==> src/rtl/bus_delay_hs.sv <==
`timescale 1ns/1ps
`default_nettype none
// ============================================================================
//  Module      : bus_delay_hs
//  Description : Valid/ready delay line with a runtime-selectable depth of
//                1..MAX_DELAY register stages. Stages stall individually
//                under backpressure so bubbles collapse toward the output.
//                A synchronous clear flushes all in-flight data.
//  Revision    : 1.0 - initial release
// ============================================================================
module bus_delay_hs #(
  parameter int                   MAX_DELAY = 4,
  parameter int                   BUS_WIDTH = 8,
  parameter logic [BUS_WIDTH-1:0] INIT_VAL  = '0,
  parameter int                   CNT_W     = 3,
  parameter int                   DEF_DELAY = MAX_DELAY
) (
  input  logic                 clk,
  input  logic                 rst_n,
  input  logic                 clear,
  input  logic [CNT_W-1:0]     cfg_delay,
  input  logic                 in_valid,
  output logic                 in_ready,
  input  logic [BUS_WIDTH-1:0] in_data,
  output logic                 out_valid,
  input  logic                 out_ready,
  output logic [BUS_WIDTH-1:0] out_data,
  output logic [CNT_W-1:0]     cur_delay,
  output logic [CNT_W-1:0]     count
);

  localparam logic [CNT_W-1:0] c_max_delay = CNT_W'(MAX_DELAY);
  localparam logic [CNT_W-1:0] c_def_delay = CNT_W'(DEF_DELAY);
  localparam logic [CNT_W-1:0] c_one       = CNT_W'(1);

  // Stage storage, indexed 1..MAX_DELAY; stage 0 is the input port itself.
  logic [MAX_DELAY:1]     r_vld;
  logic [BUS_WIDTH-1:0]   r_dat [1:MAX_DELAY];
  logic [CNT_W-1:0]       r_count;
  logic [CNT_W-1:0]       r_cur_delay;

  logic [CNT_W-1:0]       w_sd;
  logic [MAX_DELAY:1]     w_at;
  logic [MAX_DELAY:1]     w_used;
  logic [MAX_DELAY:1]     w_rdy;
  logic [MAX_DELAY:1]     w_src_vld;
  logic [BUS_WIDTH-1:0]   w_src_dat [1:MAX_DELAY];
  logic                   w_tap_vld;
  logic [BUS_WIDTH-1:0]   w_tap_dat;
  logic                   w_accept;
  logic                   w_out_hs;

  // Clamp the requested delay into the legal 1..MAX_DELAY range.
  always_comb begin
    w_sd = cfg_delay;
    if (cfg_delay == '0) begin
      w_sd = c_one;
    end else if (cfg_delay > c_max_delay) begin
      w_sd = c_max_delay;
    end
  end

  // Decode the active delay into a one-hot tap and a mask of in-use stages.
  always_comb begin
    w_at   = '0;
    w_used = '0;
    for (int k = 1; k <= MAX_DELAY; k++) begin
      w_at[k]   = (r_cur_delay == CNT_W'(k));
      w_used[k] = (CNT_W'(k) <= r_cur_delay);
    end
  end

  // Upstream neighbour of each stage; stage 1 is fed straight from the port.
  always_comb begin
    w_src_vld    = '0;
    w_src_dat    = '{default: INIT_VAL};
    w_src_vld[1] = in_valid;
    w_src_dat[1] = in_data;
    for (int k = 2; k <= MAX_DELAY; k++) begin
      w_src_vld[k] = r_vld[k-1];
      w_src_dat[k] = r_dat[k-1];
    end
  end

  // Ready ripples back from the tap; an empty stage is always ready, which
  // is what lets bubbles be squeezed out while the output is stalled.
  always_comb begin
    logic v_down;
    logic v_cur;
    v_down = 1'b1;
    v_cur  = 1'b1;
    w_rdy  = '0;
    for (int k = MAX_DELAY; k >= 1; k--) begin
      if (!w_used[k]) begin
        v_cur = 1'b1;
      end else if (w_at[k]) begin
        v_cur = ~r_vld[k] | out_ready;
      end else begin
        v_cur = ~r_vld[k] | v_down;
      end
      w_rdy[k] = v_cur;
      v_down   = v_cur;
    end
  end

  // Select the output tap at stage cur_delay.
  always_comb begin
    w_tap_vld = 1'b0;
    w_tap_dat = INIT_VAL;
    for (int k = 1; k <= MAX_DELAY; k++) begin
      if (w_at[k]) begin
        w_tap_vld = r_vld[k];
        w_tap_dat = r_dat[k];
      end
    end
  end

  assign in_ready  = w_rdy[1] & ~clear;
  assign out_valid = w_tap_vld & ~clear;
  assign out_data  = w_tap_dat;
  assign w_accept  = in_valid & in_ready;
  assign w_out_hs  = out_valid & out_ready;
  assign cur_delay = r_cur_delay;
  assign count     = r_count;

  // Stage advance: a ready stage takes its neighbour's valid bit, and only
  // overwrites its data when that neighbour actually holds a word.
  always_ff @(posedge clk or negedge rst_n) begin
    if (!rst_n) begin
      r_vld <= '0;
      for (int k = 1; k <= MAX_DELAY; k++) begin
        r_dat[k] <= INIT_VAL;
      end
    end else if (clear) begin
      r_vld <= '0;
      for (int k = 1; k <= MAX_DELAY; k++) begin
        r_dat[k] <= INIT_VAL;
      end
    end else begin
      for (int k = 1; k <= MAX_DELAY; k++) begin
        if (!w_used[k]) begin
          r_vld[k] <= 1'b0;
          r_dat[k] <= INIT_VAL;
        end else if (w_rdy[k]) begin
          r_vld[k] <= w_src_vld[k];
          if (w_src_vld[k]) begin
            r_dat[k] <= w_src_dat[k];
          end
        end
      end
    end
  end

  // Occupancy tracking and delay reload; the delay only changes while the
  // pipeline is empty so no in-flight word sees its latency altered.
  always_ff @(posedge clk or negedge rst_n) begin
    if (!rst_n) begin
      r_count     <= '0;
      r_cur_delay <= c_def_delay;
    end else if (clear) begin
      r_count     <= '0;
      r_cur_delay <= w_sd;
    end else begin
      case ({w_accept, w_out_hs})
        2'b10:   r_count <= r_count + c_one;
        2'b01:   r_count <= r_count - c_one;
        default: r_count <= r_count;
      endcase
      if ((r_count == '0) && !w_accept) begin
        r_cur_delay <= w_sd;
      end
    end
  end

endmodule
`default_nettype wire
==> config.mk <==
export PLATFORM = sky130hd
export DESIGN_NAME = bus_delay_hs
export DESIGN_NICKNAME = d
export VERILOG_FILES = /design/src/rtl/bus_delay_hs.sv
export SDC_FILE = /design/constraint.sdc
export NUM_CORES = 1
export LEC_CHECK = 0
export ABC_AREA = 1
export CORE_AREA = 3 3 71 73
export DETAILED_ROUTE_END_ITERATION = 16
export DIE_AREA = 0 0 74 76
export MAX_ROUTING_LAYER = met4
export PLACE_DENSITY_LB_ADDON = 0.2
export SYNTH_ARGS = -nofsm -noshare
export SYNTH_HDL_FRONTEND = slang
export SYNTH_SLANG_ARGS = --single-unit
==> constraint.sdc <==
create_clock -name clk -period 2.05 [get_ports clk]
set_input_delay 0.41 -clock clk [delete_from_list [all_inputs] [get_ports clk]]
set_output_delay 0.41 -clock clk [all_outputs]
set_load 0.1 [all_outputs]
# Word-level counts from Yosys, hierarchy flattened
# Index checks and enable logic that the tools add are counted.
[word_totals]
reg_bits = 42
wordCells = 101
output_inout_bits = 16
in_bits = 16
[op_classes]
n_reduce_logical = 10
n_lt_le_gt_ge = 5
muxes = 44
n_addsub = 2
eq_ne = 14
n_bitwise = 16
[op_table]
columns = ["operator", "n"]
rows = [
  ["8-bit 2-to-1 mux", 16],
  ["32-bit 2-to-1 mux", 1],
  ["1-bit 2-to-1 mux", 20],
  ["3-bit 2-to-1 mux", 5],
  ["3-bit by 2-bit inequality test with 1-bit output (second input constant)", 4],
  ["3-bit inequality test (second input constant)", 4],
  ["2-bit AND reduction", 4],
  ["1-bit bitwise OR", 7],
  ["3-bit by 2-bit == test with 1-bit output (second input constant)", 2],
  ["2-bit by 3-bit <= comparator with 1-bit output (first input constant)", 2],
  ["3-bit zero test", 2],
  ["3-bit case mux with 2 select lines", 1],
  ["1-bit NOT", 5],
  ["1-bit bitwise AND", 4],
  ["4-bit 2-to-1 mux", 1],
  ["3-bit by 1-bit adder with 3-bit output (second input constant)", 1],
  ["3-bit by 1-bit == test with 1-bit output (second input constant)", 1],
  ["3-bit == test (second input constant)", 1],
  ["3-bit > comparator (second input constant)", 1],
  ["1-bit by 3-bit <= comparator with 1-bit output (first input constant)", 1],
  ["3-bit <= comparator (first input constant)", 1],
  ["3-bit nonzero test", 1],
  ["3-bit by 1-bit subtractor with 3-bit output (second input constant)", 1],
  ["2-bit by 1-bit == test with 1-bit output (second input constant)", 1],
  ["other kinds (4)", 4],
]

# Logic depth before layout (Yosys ltp)
# Gate-level depths: netlist of run 1.
[depth]
depth_word = 19
depth_mapped = 18

# Worst setup path before layout of run 1
# OpenSTA, ideal clock, no wires.
[synth_path]
path_kind = "reg2out"
startpoint = "reg r_cur_delay[0] (netlist: cur_delay[0])"
endpoint = "out out_valid"
slack_ns = -1.177
stages_incl_launch_ff = 9
required_ns = 1.640
t_arrival_ns = 2.817
cell_sequence = "dfrtp_1 > buf_6 > nor2_2 > buf_6 > nand2_1 > nand3_1 > nand2_2 > inv_1 > nor2_1"
[synth_between]
elab_chain_len = 6
elab_cells_between_ends = 9
cone_classes = "eq/ne: 4; mux: 4; bitwise: 1"
[synth_rtl]
columns = ["element", "line_no", "source"]
rows = [
  ["start: declaration", "40", "logic [CNT_W-1:0] r_cur_delay;"],
  ["start signal: assignment", "159", "r_cur_delay <= c_def_delay;"],
  ["start signal: assignment", "162", "r_cur_delay <= w_sd;"],
  ["start signal: assignment", "170", "r_cur_delay <= w_sd;"],
  ["3-bit by 1-bit == test with 1-bit output", "68", "w_at[k] = (r_cur_delay == CNT_W'(k));"],
  ["1-bit 2-to-1 mux (3 in a row)", "111", "if (w_at[k]) begin"],
  ["1-bit 2-to-1 mux *", "111", ""],
  ["1-bit bitwise AND *", "119", "assign out_valid = w_tap_vld & ~clear;"],
  ["end: declaration", "25", "output logic out_valid,"],
]
# Mark *: on every way between the ends. The rest lies on a longest branch, timed or not.

# Worst setup path after layout of run 1
[layout_path]
startpoint = "reg r_cur_delay[2] (netlist: cur_delay[2])"
endpoint = "out in_ready"
[layout_between]
elab_chain_len = 13
elab_cells_between_ends = 20
cone_classes = "order compare: 4; eq/ne: 4; mux: 8; bitwise: 4"
[layout_rtl]
columns = ["element", "line_no", "source"]
rows = [
  ["parallel branches: the longest is 11 deep, another holds 3-bit <= comparator", "-", ""],
  ["1-bit 2-to-1 mux *", "94", "if (!w_used[k]) begin"],
  ["1-bit bitwise AND *", "118", "assign in_ready = w_rdy[1] & ~clear;"],
  ["end: declaration", "23", "output logic in_ready,"],
]
# Every way passes the cells marked *.

==> results of run 1 <==
==> sequential cells by signal (all words and copies together), names as in the netlist <==
| signal | cells |
|---|---|
| r_dat | 32 |
| cur_delay | 3 |
| r_vld | 4 |
| count | 3 |
==> cell families after synthesis <==
| family | Yosys count | synth area share |
|---|---|---|
| AOI/OAI and AO/OA | 52 | 0.1536 |
| xor gates and xnor gates | 1 | 0.004104 |
| adders and majority gates | 1 | 0.009379 |
| buffers and inverters | 58 | 0.1096 |
| DFF | 42 | 0.4930 |
| and+or+nand+nor | 108 | 0.2304 |
==> report_power, final <==
group | internal, mW | switching, mW | total, mW
Combinational | 0.416 | 0.681 | 1.10
Clock | 0.365 | 0.305 | 0.671
Sequential | 0.892 | 0.0828 | 0.974
Total | 1.67 | 1.07 | 2.74
==> cell type report <==
type                    count  area [sq um]
repair buffers             70         728.2
clock buffers               5         68.82
well taps                  52         65.06
inverters                  53         206.4
flip-flops and latches     42          1064
fillers                   305          1107
clock inverters             3         43.79
multi-input cells         162          1131
==> critical path: stages, from the launching register on <==
cell	delay, ps
dfstp_4	660
buf_6	110
nand3_4	70
nand2_2	80
nand2_2	60
nand2_2	60
nand2_2	50
nand2_2	70
nand2_4	60
buf_6	130
nand2_4	60
inv_6	30
buf_12	150
==> placed cells by master, fill, tap and decap left out, types with 4 or more instances in the layout <==
| cell | n |
|---|---|
| nand2_1 | 52 |
| nand2_2 | 15 |
| nand2_4 | 4 |
| nand3_1 | 7 |
| buf_12 | 13 |
| o21ai_0 | 9 |
| nor2_1 | 9 |
| dfrtp_1 | 39 |
| nand3_4 | 10 |
| buf_4 | 38 |
| nor2_4 | 4 |
| clkbuf_8 | 5 |
| inv_1 | 48 |
| clkdlybuf4s50_1 | 13 |
| o22ai_1 | 16 |
| a32oi_2 | 7 |
| o21ai_1 | 11 |
==> path summary, 6_finish.rpt <==
| kind | startpoint | to | cells past startpoint |
|---|---|---|---|
| min reg2reg | r_dat[27]$_DFFE_PN0P_ | r_dat[19]$_DFFE_PN0P_ | 2 |
| max | cur_delay[2]$_DFFE_PN1P_ | in_ready | 12 |
| max in group asynchronous | rst_n | r_dat[11]$_DFFE_PN0P_ | 2 |
| max reg2reg | cur_delay[2]$_DFFE_PN1P_ | count[2]$_DFFE_PN0P_ | 17 |
| min | rst_n | r_dat[20]$_DFFE_PN0P_ | 1 |
| min in group clk | r_dat[27]$_DFFE_PN0P_ | r_dat[19]$_DFFE_PN0P_ | 2 |
==> through the flow <==
stage	area, sq um	hold WS (ps)	power [mW]
6_report	3307	64.34	2.743
5_1_grt	3307	76.43	2.875
4_1_cts	3247	76.32	2.719
3_5_place_dp	3058	404.2	2.007
3_3_place_gp	3058	402.5	1.996
2_1_floorplan	2338	114.4	1.589
==> repair_timing <==
item | CTS | global route
pin swaps | 2 | 12
buffers inserted | 2 | 1
hold endpoints to repair | 0 | 0
gates cloned | 0 | 1
gates resized for setup | 17 | 12
endpoints found under the setup margin | 12 | 22
==> layer usage <==
metal	track usage	wire [um]	up-vias
met5	-	0	-
met4	0.04891	61	0
met3	0.03958	313	7
met2	0.2943	2595	55
met1	0.3248	2661	979
li1	-	-	994
==> reports/qor.yml, run 1 <==
status: "complete, but fails checks"
syn_inst: 262
syn-cell-area_sq_um: 2135
clock_skew_ps: 9.647
clkSlewWorstSetupHoldPaths_ps: 90
dpl.hpwl_um: 4042
ys_warn_count: 0
end_kind: "output pin"
min_path_type: "in2async"
start_util: 0.4836
tritoncts: "done"
ys_types: 29
synth.avg_cell_area_sq_um: 8.147
htree_num_levels: 2
synth_top_flop_cell: "dfrtp_1"
clk_path_buf_depth: 2
synth_edf_count: 0
ir_drop_uv: 609.4
p_leak_nw: 1.634
cts_sinks: 42
synth.most_common_cell: "nand2_1"
startpoint_type: "flop"
vias: 2035
portBuffers: 31
syn_nets: 279
final_cells: 387
tightest_slew_ps: 494.5
vias_per_cell: 5.258
worst_ep_required_time_ps: 1640
violations: "setup timing"
dieArea_sq_um: 5624
num_antenna_cells: 0
worstSkewPairLatency_ps: 300
fin_crit_sh: 1.126
synthTopCellsByArea: "dfrtp_1 48%, nand2_1 11%, inv_1 8.8%"
ys_seq_elements: 42
drv_cap: 0
seq_area_frac_synth: 0.4930
drtAntennaViolNets: 0
worst-setup-path-type: "reg2out"
final_hold_viol_count: 0
die_x_um: 74
rsz0062_at_grt: "yes"
track_usage: 0.2132
drt_iter0_drc: 122
cts-root-buf: "clkbuf_8"
dp_cells: 375
ctsHoldBuffers: 0
utilization: 0.7492
yosys-top-cells-count: "65 x nand2_1, 50 x inv_1, 41 x dfrtp_1"
numCtsBuffers: 5
wirelength_um: 5631
pre_cts_ws_ps: -560.1
layout-drive-gt1-share: 0.3701
grt_start_max_net_pins: 23
period_needed_ps: 2309
slew-limit-headroom: 0.6703
power.density_nw_per_um2: 829.4
syn_to_final_growth_pct: 54.92
ios: 32
antenna_found_initial: 0
final-setup-viol-count: 12
r2r_slack_ps: -170
num-nets-final: 351
overflow: 0
gp_congestion: 0.8342
max_freq_ghz: 0.4331
design.core.area_sq_um: 4414
setup_ws_ps: -258.9
path_max_fanout: 4
die_h_um: 76
grt_first_pass_wirelength_um: 9190
worstPathArrival_ps: 1900
avgRoutedWirePerCell_um: 14.55
yosysTopAreaCellShare: 0.4807
grt_pass1_vias: 1914
rows: 24
ys_async_sr_fraction: 1.000
setup_tns_ps: -2288
drcViolationCount: 0
drtPass1Iterations: 5
slew_violations: 0
yosys.area.top_type: "dfrtp_1"
Power figures use the tool's default switching activity.
==> inputs of run 2 (changes only) <==
--- a/config.mk
+++ b/config.mk
@@ -6,11 +6,12 @@
 export NUM_CORES = 1
 export LEC_CHECK = 0
 export ABC_AREA = 1
-export CORE_AREA = 3 3 71 73
+export CORE_AREA = 3 3 91 58
 export DETAILED_ROUTE_END_ITERATION = 16
-export DIE_AREA = 0 0 74 76
+export DIE_AREA = 0 0 94 61
 export MAX_ROUTING_LAYER = met4
 export PLACE_DENSITY_LB_ADDON = 0.2
+export REMOVE_ABC_BUFFERS = 1
 export SYNTH_ARGS = -nofsm -noshare
 export SYNTH_HDL_FRONTEND = slang
 export SYNTH_SLANG_ARGS = --single-unit
==> run 2 against run 1 <==
Against the previous run: the run still ends with setup timing left; design area is 1.0% higher; register-to-register slack hardly changed; first-iteration DRC count is 9.8% higher; via count is 4.3% higher; setup slack worse by 13 ps; clock skew is 1.6 ps lower; clock-buffer cell count stayed put; critical path type unchanged; largest cell class unchanged.
==> reports/qor.yml, run 2 (synthesis results as in run 1) <==
die_x_um: 94  # was 74 um
grt_start_max_net_pins: 43  # was 23
worst-setup-path-type: "reg2out"  # unchanged
final_cells: 404  # was 387
period_needed_ps: 2322  # was 2309 ps
antenna_found_initial: 0  # unchanged
final_cell_mix: "58 x nand2_1, 45 x inv_1, 39 x dfrtp_1"  # was 52 x nand2_1, 48 x inv_1, 39 x dfrtp_1
fin_crit_sh: 1.133  # was 1.126
grt_use_met1: 0.3252  # was 0.3248
drtAntennaViolNets: 0  # unchanged
pre_cts_ws_ps: -575.3  # was -560.1 ps
slew_violations: 0  # unchanged
drt_iter0_drc: 134  # was 122
worstSkewPairLatency_ps: 300  # about the same
dp_cells: 384  # was 375
setup_ws_ps: -272.2  # was -258.9 ps
drtPass1Iterations: 5  # unchanged
startpoint_type: "flop"  # unchanged
max_freq_ghz: 0.4306  # was 0.4331 GHz
avgRoutedWirePerCell_um: 16.44  # was 14.55 um
worstPathArrival_ps: 1910  # was 1900 ps
violations: "setup timing"  # unchanged
fillers: 309  # was 305
ff_latch_area_sq_um: 1055  # was 1064 sq um
drcViolationCount: 0  # unchanged
ir_drop_uv: 688.8  # was 609.4 uV
start_util: 0.4726  # was 0.4836
slew-limit-headroom: 0.6410  # was 0.6703
grt_first_pass_wirelength_um: 9798  # was 9190 um
clock_skew_ps: 8.021  # was 9.647 ps
dpl.hpwl_um: 3922  # was 4042 um
gp_congestion: 0.8643  # was 0.8342
design.core.area_sq_um: 4517  # was 4414 sq um
htree_num_levels: 2  # unchanged
status: "complete, but fails checks"  # unchanged
hold_ws_ps: 161.4  # was 64.34 ps
tritoncts: "done"  # unchanged
vias: 2122  # was 2035
p_leak_nw: 1.654  # was 1.634 nW
portBuffers: 31  # unchanged
multi_input_area_sq_um: 1066  # was 1131 sq um
cts_sinks: 42  # unchanged
dieArea_sq_um: 5734  # was 5624 sq um
r2r_slack_ps: -160  # was -170 ps
met3_usage: 0.06072  # was 0.03958
drv_cap: 0  # unchanged
syn_to_final_growth_pct: 56.51  # was 54.92%
clkSlewWorstSetupHoldPaths_ps: 80  # was 90 ps
ios: 32  # unchanged
placed_area_sq_um: 2854  # was 3058 sq um
worst_ep_required_time_ps: 1640  # about the same
cts-root-buf: "clkbuf_8"  # unchanged
biggestRegsByFlops: "r_dat: 32 flops, r_vld: 4 flops"  # unchanged
final_hold_viol_count: 0  # unchanged
use_met2: 0.3461  # was 0.2943
finalPower_mw: 2.875  # was 2.743 mW
end_kind: "output pin"  # unchanged
power.density_nw_per_um2: 860.6  # was 829.4 nW/um^2
layout-drive-gt1-share: 0.3754  # was 0.3701
clk_path_buf_depth: 2  # unchanged
grt_pass1_vias: 1998  # was 1914
path_max_fanout: 6  # was 4
die_h_um: 61  # was 76 um
rows: 19  # was 24
vias_per_cell: 5.252  # was 5.258
track_usage: 0.2364  # was 0.2132
final-setup-viol-count: 12  # unchanged
num-nets-final: 357  # was 351
globalRoute.busiestLayer: "met2"  # was met1
wirelength_um: 6642  # was 5631 um
tightest_slew_ps: 538.5  # was 494.5 ps
num_antenna_cells: 0  # unchanged
min_path_type: "in2async"  # unchanged
setup_tns_ps: -2345  # was -2288 ps
final_area_sq_um: 3341  # was 3307 sq um
overflow: 0  # unchanged
numCtsBuffers: 5  # unchanged
ctsHoldBuffers: 0  # unchanged
regMostFlops: "r_dat"  # unchanged
final_common_cell: "nand2_1"  # unchanged
utilization: 0.7396  # was 0.7492
rsz0062_at_grt: "yes"  # unchanged
largest_reg_flops: 32  # unchanged
run 2: changes by cell type in the layout (fill, tap and decap cells not counted), moves of 2 or more:
| cell | change |
|---|---|
| nand3_2 | +12 |
| nand3_4 | -9 |
| nand2_1 | +6 |
| nand2_2 | -6 |
| buf_6 | +3 |
| inv_1 | -3 |
| buf_12 | +2 |
| dfrtp_2 | +2 |
| dfrtp_4 | -2 |
| inv_4 | +2 |
| inv_6 | -2 |
| nand3_1 | -2 |
run 2: cell type report:
cell class | instances | area share
multi-input cells | 163 | 0.3191
flip-flops and latches | 42 | 0.3157
repair buffers | 75 | 0.2461
inverters | 53 | 0.06292
well taps | 63 | 0.02360
clock buffers | 5 | 0.02060
clock inverters | 3 | 0.01199
run 2: power by group:
group | switching (mW) | internal [mW] | leakage [nW]
registers | 0.0838 | 0.884 | 0.571
clock network | 0.303 | 0.359 | 0.0579
logic | 0.757 | 0.488 | 1.03
run 2: critical path, cell delays in order, from the launching register on:
cell     delay (ps)
dfstp_2         600
buf_6           120
nor2_4           40
buf_6           140
buf_12          140
a32oi_2         230
nand3_2         140
buf_12          190
run 2: final timing paths:
kind	startpoint	end	depth (start not counted)
max	cur_delay[2]$_DFFE_PN1P_	out_data[0]	7
min	rst_n	r_dat[1]$_DFFE_PN0P_	2
max reg2reg	cur_delay[2]$_DFFE_PN1P_	count[2]$_DFFE_PN0P_	16
min reg2reg	r_dat[7]$_DFFE_PN0P_	r_dat[7]$_DFFE_PN0P_	2
max in group asynchronous	rst_n	cur_delay[0]$_DFFE_PN0P_	2
min in group clk	r_dat[7]$_DFFE_PN0P_	r_dat[7]$_DFFE_PN0P_	2
run 2: repair_timing:
| item | in CTS | in global routing |
|---|---|---|
| setup buffers | 6 | 5 |
| setup endpoints to repair | 20 | 24 |
| gates cloned | 0 | 2 |
| hold endpoints to repair | 0 | 0 |
| pin swaps | 12 | 28 |
| gates resized for setup | 26 | 39 |
run 2: metal layers:
layer,up-vias,wire [um]
li1,1006,-
met1,1012,2961
met2,98,3074
met3,6,553
met4,0,53
met5,-,0
